### src/rtl/fir_mac_serial.sv
// fir_mac_serial: time-multiplexed FIR tap engine.
// Accepts one sample through a valid/ready handshake and shifts it into a
// private TAPS-deep delay line. It then runs one multiply-accumulate per clock
// over all taps and holds the formatted result until the sink takes it.
// Optional build macro FIR_ROUND_SAT_EN: when defined, the output is rounded
// half up and saturated. When undefined, the output is truncated toward -inf
// and wraps.
module fir_mac_serial #(
  parameter int N         = 16,
  parameter int CW        = 16,
  parameter int TAPS      = 4,
  parameter int OUT_SHIFT = 15
) (
  input  logic                 clk,
  input  logic                 reset,
  input  logic signed [N-1:0]  data_in,
  input  logic                 in_valid,
  output logic                 in_ready,
  input  logic [TAPS*CW-1:0]   coeff_flat,
  output logic signed [N-1:0]  data_out,
  output logic                 out_valid,
  input  logic                 out_ready,
  output logic                 busy
);

  localparam int IW = $clog2(TAPS);
  localparam int PW = N + CW;
  localparam int AW = N + CW + $clog2(TAPS);
  localparam logic [IW-1:0] LAST_IDX = IW'(TAPS - 1);

  typedef enum logic [1:0] {IDLE, MAC, HOLD} state_t;

  state_t              state;
  state_t              state_next;
  logic signed [N-1:0] x [TAPS];
  logic signed [CW-1:0] c [TAPS];
  logic signed [AW-1:0] acc;
  logic [IW-1:0]       idx;
  logic signed [PW-1:0] prod;
  logic signed [AW-1:0] sum;
  logic signed [N-1:0] fmt_val;

  // Current tap product and the running sum including it (exact, no overflow)
  always_comb begin
    prod = PW'(x[idx]) * PW'(c[idx]);
    sum  = acc + AW'(prod);
  end

`ifdef FIR_ROUND_SAT_EN
  localparam logic signed [AW-1:0] HALF    = AW'(64'sd1 << (OUT_SHIFT - 1));
  localparam logic signed [AW-1:0] SAT_MAX = AW'((64'sd1 << (N - 1)) - 64'sd1);
  localparam logic signed [AW-1:0] SAT_MIN = AW'(-(64'sd1 << (N - 1)));

  logic signed [AW-1:0] rounded;
  logic signed [AW-1:0] shifted;

  // Round half up, scale down, then clamp into the N-bit signed range
  always_comb begin
    rounded = sum + HALF;
    shifted = rounded >>> OUT_SHIFT;
    if (shifted > SAT_MAX) begin
      fmt_val = {1'b0, {(N-1){1'b1}}};
    end else if (shifted < SAT_MIN) begin
      fmt_val = {1'b1, {(N-1){1'b0}}};
    end else begin
      fmt_val = shifted[N-1:0];
    end
  end
`else
  // Plain bit-select: floor division by 2^OUT_SHIFT, upper bits wrap away
  always_comb begin
    fmt_val = sum[OUT_SHIFT+N-1:OUT_SHIFT];
  end
`endif

  // State register with synchronous active-low reset
  always_ff @(posedge clk) begin
    if (!reset) begin
      state <= IDLE;
    end else begin
      state <= state_next;
    end
  end

  // Next-state: accept -> walk all taps -> wait for the sink
  always_comb begin
    state_next = state;
    unique case (state)
      IDLE:    if (in_valid)        state_next = MAC;
      MAC:     if (idx == LAST_IDX) state_next = HOLD;
      HOLD:    if (out_ready)       state_next = IDLE;
      default:                      state_next = IDLE;
    endcase
  end

  // Handshake outputs decoded from state; in_ready is held low during reset
  always_comb begin
    in_ready  = 1'b0;
    out_valid = 1'b0;
    busy      = 1'b0;
    unique case (state)
      IDLE: in_ready = reset;
      MAC:  busy = 1'b1;
      HOLD: begin
        out_valid = 1'b1;
        busy      = 1'b1;
      end
      default: ;
    endcase
  end

  // Datapath: delay line and coefficient capture on accept, MAC walk, result latch
  always_ff @(posedge clk) begin
    if (!reset) begin
      for (int k = 0; k < TAPS; k++) begin
        x[k] <= '0;
        c[k] <= '0;
      end
      acc      <= '0;
      idx      <= '0;
      data_out <= '0;
    end else begin
      unique case (state)
        IDLE: begin
          if (in_valid) begin
            x[0] <= data_in;
            for (int k = 1; k < TAPS; k++) begin
              x[k] <= x[k-1];
            end
            for (int k = 0; k < TAPS; k++) begin
              c[k] <= $signed(coeff_flat[k*CW +: CW]);
            end
            acc <= '0;
            idx <= '0;
          end
        end
        MAC: begin
          acc <= sum;
          idx <= idx + 1'b1;
          if (idx == LAST_IDX) begin
            data_out <= fmt_val;
          end
        end
        default: ;
      endcase
    end
  end

endmodule

### config.mk
export PLATFORM = sky130hd
export DESIGN_NAME = fir_mac_serial
export DESIGN_NICKNAME = d
export VERILOG_FILES = /design/src/rtl/fir_mac_serial.sv
export SDC_FILE = /design/constraint.sdc
export NUM_CORES = 1
export LEC_CHECK = 0
export ABC_AREA = 0
export BUFFER_PORTS_ARGS = -buffer_cell sky130_fd_sc_hd__buf_2
export CORE_MARGIN = 1.5
export CORE_UTILIZATION = 35
export CTS_BUF_LIST = sky130_fd_sc_hd__clkbuf_8
export CTS_CLUSTER_DIAMETER = 40
export DETAILED_ROUTE_END_ITERATION = 8
export HOLD_SLACK_MARGIN = 0.1
export PLACE_DENSITY = 0.57
export SLEW_MARGIN = 30
export SYNTH_ARGS = -nofsm -noshare
export SYNTH_HDL_FRONTEND = slang
export SYNTH_SLANG_ARGS = --single-unit
### constraint.sdc
create_clock -name clk -period 14.6 [get_ports clk]
set_clock_uncertainty 0.2 [all_clocks]
set_input_delay 1.46 -clock clk [delete_from_list [all_inputs] [get_ports clk]]
set_output_delay 1.46 -clock clk [all_outputs]
set_load 0.005 [all_outputs]
After elaboration in Yosys (flattened, before gate mapping)
Memory sizes are Yosys's and may differ from the RTL's. A register that Yosys moved wholly into a read port is not among the register bits.
Index checks and enable logic that the tools add are counted.
{ "word_totals": {"register_bits": 54, "in_bits": 84, "ram_bits": 128, "mem_count": 2, "output_inout_bits": 19} }
{ "memory_table": {"columns": ["memory", "depth", "word_bits", "read_ports", "rd_clocked_by_memory_dff", "write_ports", "line_no", "text"], "rows": [
  ["c", 4, 16, 1, 1, 4, "36", "logic signed [CW-1:0] c [TAPS];"],
  ["x", 4, 16, 4, 1, 4, "35", "logic signed [N-1:0] x [TAPS];"]
]} }
{ "classes": {"mux": 28, "bitwise": 8, "n_mul": 1, "reduce_logical": 6, "n_eq_ne": 6, "n_addsub": 2} }
{ "op_table": {"columns": ["cell", "count"], "rows": [
  ["$mux W16", 8],
  ["$pmux W34 S2", 1],
  ["$add A34 B32 Y34", 1],
  ["$mux W34", 1],
  ["$mul A16 B16 Y32", 1],
  ["$mux W2", 8],
  ["$mux W1", 8],
  ["$or A1 B1 Y1", 8],
  ["$ne A2 B2 Y1 const B", 3],
  ["$pmux W2 S3", 1],
  ["$eq A2 B2 Y1 const B", 2],
  ["$pmux W2 S2", 1],
  ["$reduce_and A2 Y1", 2],
  ["$reduce_and A3 Y1", 1],
  ["$add A2 B1 Y2 const B", 1],
  ["$eq A2 B1 Y1 const B", 1],
  ["$logic_not A2 Y1", 1],
  ["$reduce_bool A2 Y1", 1],
  ["$reduce_or A2 Y1", 1]
]} }

Logic depth before layout (Yosys ltp)
Gate-level depths: netlist (run 1).
{ "logic_depth": {"depth_word": 5, "depth_mapped": 29, "mapped_depth_nobuf": 25} }

Least setup slack after synthesis (run 1)
No wires, ideal clock.
{ "synth_path": {"kind": "register to register", "start": "register with a tool-made name", "end": "register acc[28]", "path_stages_with_launch": 27, "path_slack_ns": 7.193, "synth_period_minus_slack_ns": 7.407, "n_path_buf": 5, "t_arrival_ns": 7.084, "path_cell_list": "dfxtp_1 -> buf_6 -> buf_2 -> clkbuf_1 -> buf_1 -> nand2_1 -> o21a_1 -> clkbuf_1 -> nand2_1 -> inv_1 -> fa_1 -> fa_1 -> fa_1 -> fa_1 -> fa_1 -> inv_1 -> fa_1 -> inv_1 -> ha_1 -> or2_2 -> a21o_1 -> nand2_1 -> nor2_1 -> or3_1 -> a41oi_1 -> xor2_1 -> o21ai_0"} }
{ "synth_lines": {"columns": ["item", "line_no", "text"], "rows": [
  ["end signal: assignment", "138", "acc <= sum;"],
  ["end: declaration", "37", "logic signed [AW-1:0] acc;"]
]} }

==> metrics, run 1 <==
FF-to-FF path depth=21; Max-Cap Viols=0; CTS root buffer=clkbuf_8; #FFs+latches synth=181; starting DRC count in detailed routing=around 700; grt total ovfl=0; Hold Path Class=reg2reg; hold buffer count at cts=0; layout cells sized above 1=between 10% and 20%; worst reg2reg endpoint=acc[28]; DP Wirelength=about 34000 um; Setup crit end kind=flip-flop; status=completed; P&R area growth vs syn=9.30%; number of synthesized flops with an enable pin=approximately 130; CORE AREA=51400 um^2; Initial Util=between 30 and 40%; post-synthesis sequential area ratio=between 20% and 30%; Critical Path Max Stage Delay=~0.9 ns; Syn Inst Count=1772; largest net degree at the start of global routing=about 130; CTS H-tree lvls=4; Clock Path Buffers=2; IO Port Bufs=~100; Clock Latency Late Sink=about 0.52 ns; largest cells by area after synthesis=fa_1 31%, edfxtp_1 21%, inv_1 7.1%; FILL cells=slightly above 5000; PostCTS Resize Cnt=0; Async SR Flop Fraction=0%; Reg2Reg Setup Slack=~6.3 ns; routed wire length=43800 um; Post-CTS Setup Bufs=0; relative slew slack=approximately two fifths; Yosys cell types=58; Die ar.=around 53000 um^2; DR WL/cell=17.3 um; clk slew on worst S/H paths=roughly 0.11 ns; Die Wd=about 230 um; Post-Syn Area=approximately 18000 um^2; vias in the first global route=13349; area leader, netlist=fa_1; clk sinks=roughly 180; CTS Buf Count=17; initial antenna violation count=0; CP Class=reg2reg; crit path max fanout=40; Post-Syn Nets=between 2000 and 2500; Routed Antenna Nets=0; TritonCTS clock tree=done; unrepaired setup endpoints after global routing=no; startpoint class of the critical path=flip-flop; row cnt=between 80 and 90; crit path DAT=8.50 ns; Die Height=231 um; first-pass GRT wire length=slightly above 70000 um; f_max=120 MHz; Final Net Count=2309; GRT Util Overall=between 15 and 20%; Via Count=about 12000; count of pins over their slew limit=0; period utilization=between 50% and 60%; Vias/cell=4.84; worst-margin pin slew=between 0.9 and 1 ns; last element of the critical path=acc[28]; CP Cell Sequence=buf_4 > mux4_2 > nand2_1 > inv_1 > fa_1 > fa_1 > fa_1 > fa_1 > fa_1 > inv_1 > fa_1 > inv_1 > ha_1 > a211oi_1 > nand2_1 > o21ai_0 > nor2_1 > or3_1 > a41oi_1 > xor2_1 > o21ai_0; Final setup viols=0; gp weighted congestion=around 0.93; most common cell after layout, fill and taps aside=inv_1; Ports=103; Ys Warns=0; Avg Cell Area, Syn=10.3 um^2; most used cell, CP=fa_1; ys flop type=edfxtp_1; Tmin final=roughly 8.3 ns; CP Data Required Time=~15 ns; most frequent cells in the layout=346 x inv_1, 285 x fa_1, 168 x nand2_1; top cell type's share of synthesized area=31.3%; Antenna diodes=0; Hold Fails Final Rpt=0; # DRC=0; Worst path slowest cell=fa_1; Pre-antenna DRT Iters=5; Fin Setup TNS=0 ns
==> area by class of cell <==
class / instances / area (um^2) / area share [%]
Timing Repair Buffer: 125 / 687 / 3.45
Multi-Input combinational cell: 1170 / 11800 / 59.1
Clock buffer: 17 / 234 / 1.17
Sequential cell: 181 / 4910 / 24.6
Clock inverter: 14 / 179 / 0.898
Inverter: 346 / 1300 / 6.52
Tap cell: 680 / 851 / 4.27
==> worst min-delay path by stage <==
stage                      start      endpoint  slack [ns]  depth (start not counted)
global placement    data_out[10]  data_out[10]        0.25                          2
finish               data_out[5]   data_out[5]        0.27                          2
CTS                  data_out[8]   data_out[8]        0.27                          2
detailed placement   data_out[8]   data_out[8]        0.26                          2
global route         data_out[5]   data_out[5]        0.30                          2
floorplan                acc[18]       acc[18]        0.24                          2
==> cells in the mapped netlist (4+ instances only) <==
cell type	n
edfxtp_1	128
or3_1	4
a21boi_0	7
inv_1	346
nor2_1	121
a22oi_1	20
buf_2	5
buf_1	8
nor3_1	4
and2_1	152
a21o_1	14
o21ai_0	29
xnor2_1	21
and3_1	4
dfxtp_1	53
fa_1	285
mux4_2	14
o21a_1	15
clkbuf_1	61
xor2_1	10
o211ai_1	7
a21oi_1	21
nand3_1	19
ha_1	99
nor2b_1	30
nand4_1	7
nand2b_1	6
mux2_2	21
o21ai_1	14
a31oi_1	5
o211a_1	4
nand2_1	169
mux2i_1	27
==> metal layers <==
metal | up-vias | GRT usage [%] | part of all wire [%]
met5 | - | 0 | 0
met2 | 330 | 28.6 | 47
met4 | 0 | 6.82 | 3.5
li1 | 5675 | - | -
met3 | 69 | 2.52 | 4.8
met1 | 6191 | 23.4 | 45
==> through the flow <==
step           instances  setup slack, ns  hold slack, ns  util (%)  area (um^2)
2_1_floorplan       1772             7.19           0.236         -        18200
3_3_place_gp        2502             6.43           0.254      37.9        19500
3_5_place_dp        2502             6.31           0.257      37.9        19500
4_1_cts             2533             6.28           0.270      38.7        19900
5_1_grt             2533             5.82           0.303      38.8        19900
6_report            2533             6.30           0.270      38.8        19900
==> logic make-up (layout without fill, tap and decap cells) <==
logic type / count (synthesis) / after routing / synth area share, %
DFF: 181 / 181 / 26.9
and+or+nand+nor: 534 / 534 / 14.3
muxes: 62 / 62 / 4.51
AOI/OAI and AO/OA: 158 / 158 / 5.82
buffers and inverters: 421 / 502 / 8.74
xor gates and xnor gates: 32 / 32 / 1.61
adders and majority gates: 384 / 384 / 38.1
==> critical path: cells and delay by family, from the launching register on <==
family | cells | cell delay, ns
compound gates | 4 | 0.88
xor+xnor | 1 | 0.20
fa+ha+maj | 7 | 3.86
buf+inv | 4 | 0.71
flops | 1 | 0.73
mux | 1 | 0.76
simple gates | 4 | 0.82
==> state kept, by name (all words and copies together), names as in the netlist, named ones only <==
name,cells
acc,31
c,64
data_out,16
idx,2
state,2
x,64
Power of run 1 is left out: the tool's default activity adds up to more than one toggle a clock period on the data nets, which glitch-free logic cannot reach.
==> run 2, diff against run 1 <==
==> constraint.sdc (replaced) <==
create_clock -name clk -period 7.66 [get_ports clk]
set_clock_uncertainty 0.2 [all_clocks]
set_input_delay 0.766 -clock clk [delete_from_list [all_inputs] [get_ports clk]]
set_output_delay 0.766 -clock clk [all_outputs]
set_load 0.005 [all_outputs]
==> run 2 against run 1 <==
Core utilization increased by 0.76 points. Die area is the same. Sequential cell count did not move. Register-to-register slack lost 6.0 ns. Via count up 1.4%. Fmax rose by 13%. Sequential share of layout area is 0.46 points lower. Largest cell class unchanged. Critical path depth up 5. Global-route usage increased by 0.38 points. First-iteration DRC count is 0.86% lower.
==> metrics, run 2 (same netlist as run 1, synthesis figures left out) <==
Routed Antenna Nets=0; FILL cells=about 5100; CTS Buf Count=17; grt total ovfl=0; Initial Util=35.5%; biggest regs=c x64, x x64, acc x31; FF-to-FF path depth=26; Reg2Reg Setup Slack=just over 0.3 ns; Hold Path Class=reg2reg; starting DRC count in detailed routing=695; initial antenna violation count=1; CTS root buffer=clkbuf_8; CTS H-tree lvls=4; CORE AREA=51400 um^2; Clock Latency Late Sink=roughly 0.52 ns; CP Data Required Time=approximately 7.9 ns; Die Height=231 um; # DRC=0; CP Class=reg2reg; startpoint class of the critical path=flip-flop; Tmin final=about 7.4 ns; Clock Path Buffers=2; most frequent cells in the layout=345 x inv_1, 284 x fa_1, 168 x nand2_1; hold slack=0.281 ns; first-pass GRT wire length=a little over 70000 um; FF/Latch Area=between 4000 and 5000 um^2; Final Net Count=~2400; Max-Cap Viols=0; period utilization=a little over nine tenths; worst reg2reg endpoint=acc[18]; last element of the critical path=acc[18]; clk slew on worst S/H paths=~0.10 ns; gp weighted congestion=just under 0.9; status=completed; layout cells sized above 1=between 10% and 20%; final core occ=a little under 40%; DR WL/cell=17.4 um; TritonCTS clock tree=done; clk sinks=about 180; Via Count=~12000; Ports=between 100 and 150; placed insts=about 2500; IO Port Bufs=102; DP Wirelength=approximately 36000 um; Die ar.=between 50000 and 60000 um^2; Vias/cell=~4.8; crit path DAT=around 7.6 ns; Hold Fails Final Rpt=0; Fin Setup TNS=0 ns; row cnt=83; count of pins over their slew limit=0; routed wire length=approximately 45000 um; P&R area growth vs syn=11.5%; worst-margin pin slew=around 0.90 ns; Die Wd=231 um; relative slew slack=about two fifths; GRT Util Overall=between 10% and 20%; Pre-antenna DRT Iters=5; multi-input logic area=about 12000 um^2; Final setup viols=0; Setup crit end kind=flip-flop; f_max=between 100 and 150 MHz; vias in the first global route=13437; largest net degree at the start of global routing=71; most common cell after layout, fill and taps aside=inv_1; Post-Layout Cell Count=2585; crit path max fanout=35
-- run 2: cell count changes in the layout (fill, tap and decap cells not counted), moves of 3 or more --
cell / previous run / this run
buf_12: 0 / 6
clkinv_2: 0 / 3
buf_4: 22 / 65
inv_8: 6 / 2
-- run 2: how the worst min path moves through the flow --
stage | start | endpoint | cells past startpoint
after global routing | coeff_flat[10] | c[0][10] | 2
after detailed placement | data_out[7] | data_out[7] | 2
after global placement | data_out[8] | data_out[8] | 2
after CTS | coeff_flat[42] | c[2][10] | 2
after floorplan | acc[18] | acc[18] | 2
final | data_out[7] | data_out[7] | 2
-- run 2: critical path, cell delays in order (launching register included) --
cell and delay (ns):
dfxtp_2 0.35, buf_12 0.23, buf_4 0.22, mux2_2 0.36, o21ai_1 0.20, buf_4 0.19
nor2_1 0.07, fa_1 0.53, inv_1 0.05, fa_1 0.46, fa_1 0.50, fa_1 0.54
inv_1 0.05, fa_1 0.47, inv_1 0.05, fa_1 0.47, inv_1 0.04, ha_1 0.32
o211ai_1 0.10, nor2_1 0.34, o211ai_1 0.29, a21oi_1 0.35, buf_4 0.17, o21ai_0 0.08
nor3b_2 0.18, or3_1 0.30, a21oi_1 0.13
-- run 2: area by class of cell --
type / instances / area share [%]
clock buffers: 17 / 1.15
multi-input cells: 1170 / 57.9
flip-flops and latches: 181 / 24.2
inverters: 346 / 6.41
diodes: 2 / 0.0246
clock inverters: 15 / 0.597
repair buffers: 174 / 5.56
well taps: 680 / 4.19
-- run 2: per-stage QoR --
step / area [um^2] / worst slack (ns)
finish: 20300 / 0.303
global route: 20300 / -0.0220
CTS: 20300 / 0.161
detailed placement: 19900 / 0.211
global placement: 19900 / 0.271
floorplan: 18200 / 0.253
-- run 2: repair_timing --
action,in CTS,in global routing
setup buffers,0,4
hold buffers,0,0
endpoints found under the setup margin,0,14
gates resized for setup,0,6
-- run 2: per-layer routing --
layer  GRT usage [%]  vias to the layer above  wire length, um
met5           0.551                        -                0
met4            6.33                        0             1230
met3            3.00                       68             2050
met2            30.3                      299            21900
met1            22.9                     6284            19900
li1                -                     5788                -
Power of run 2 is left out for the same reason.
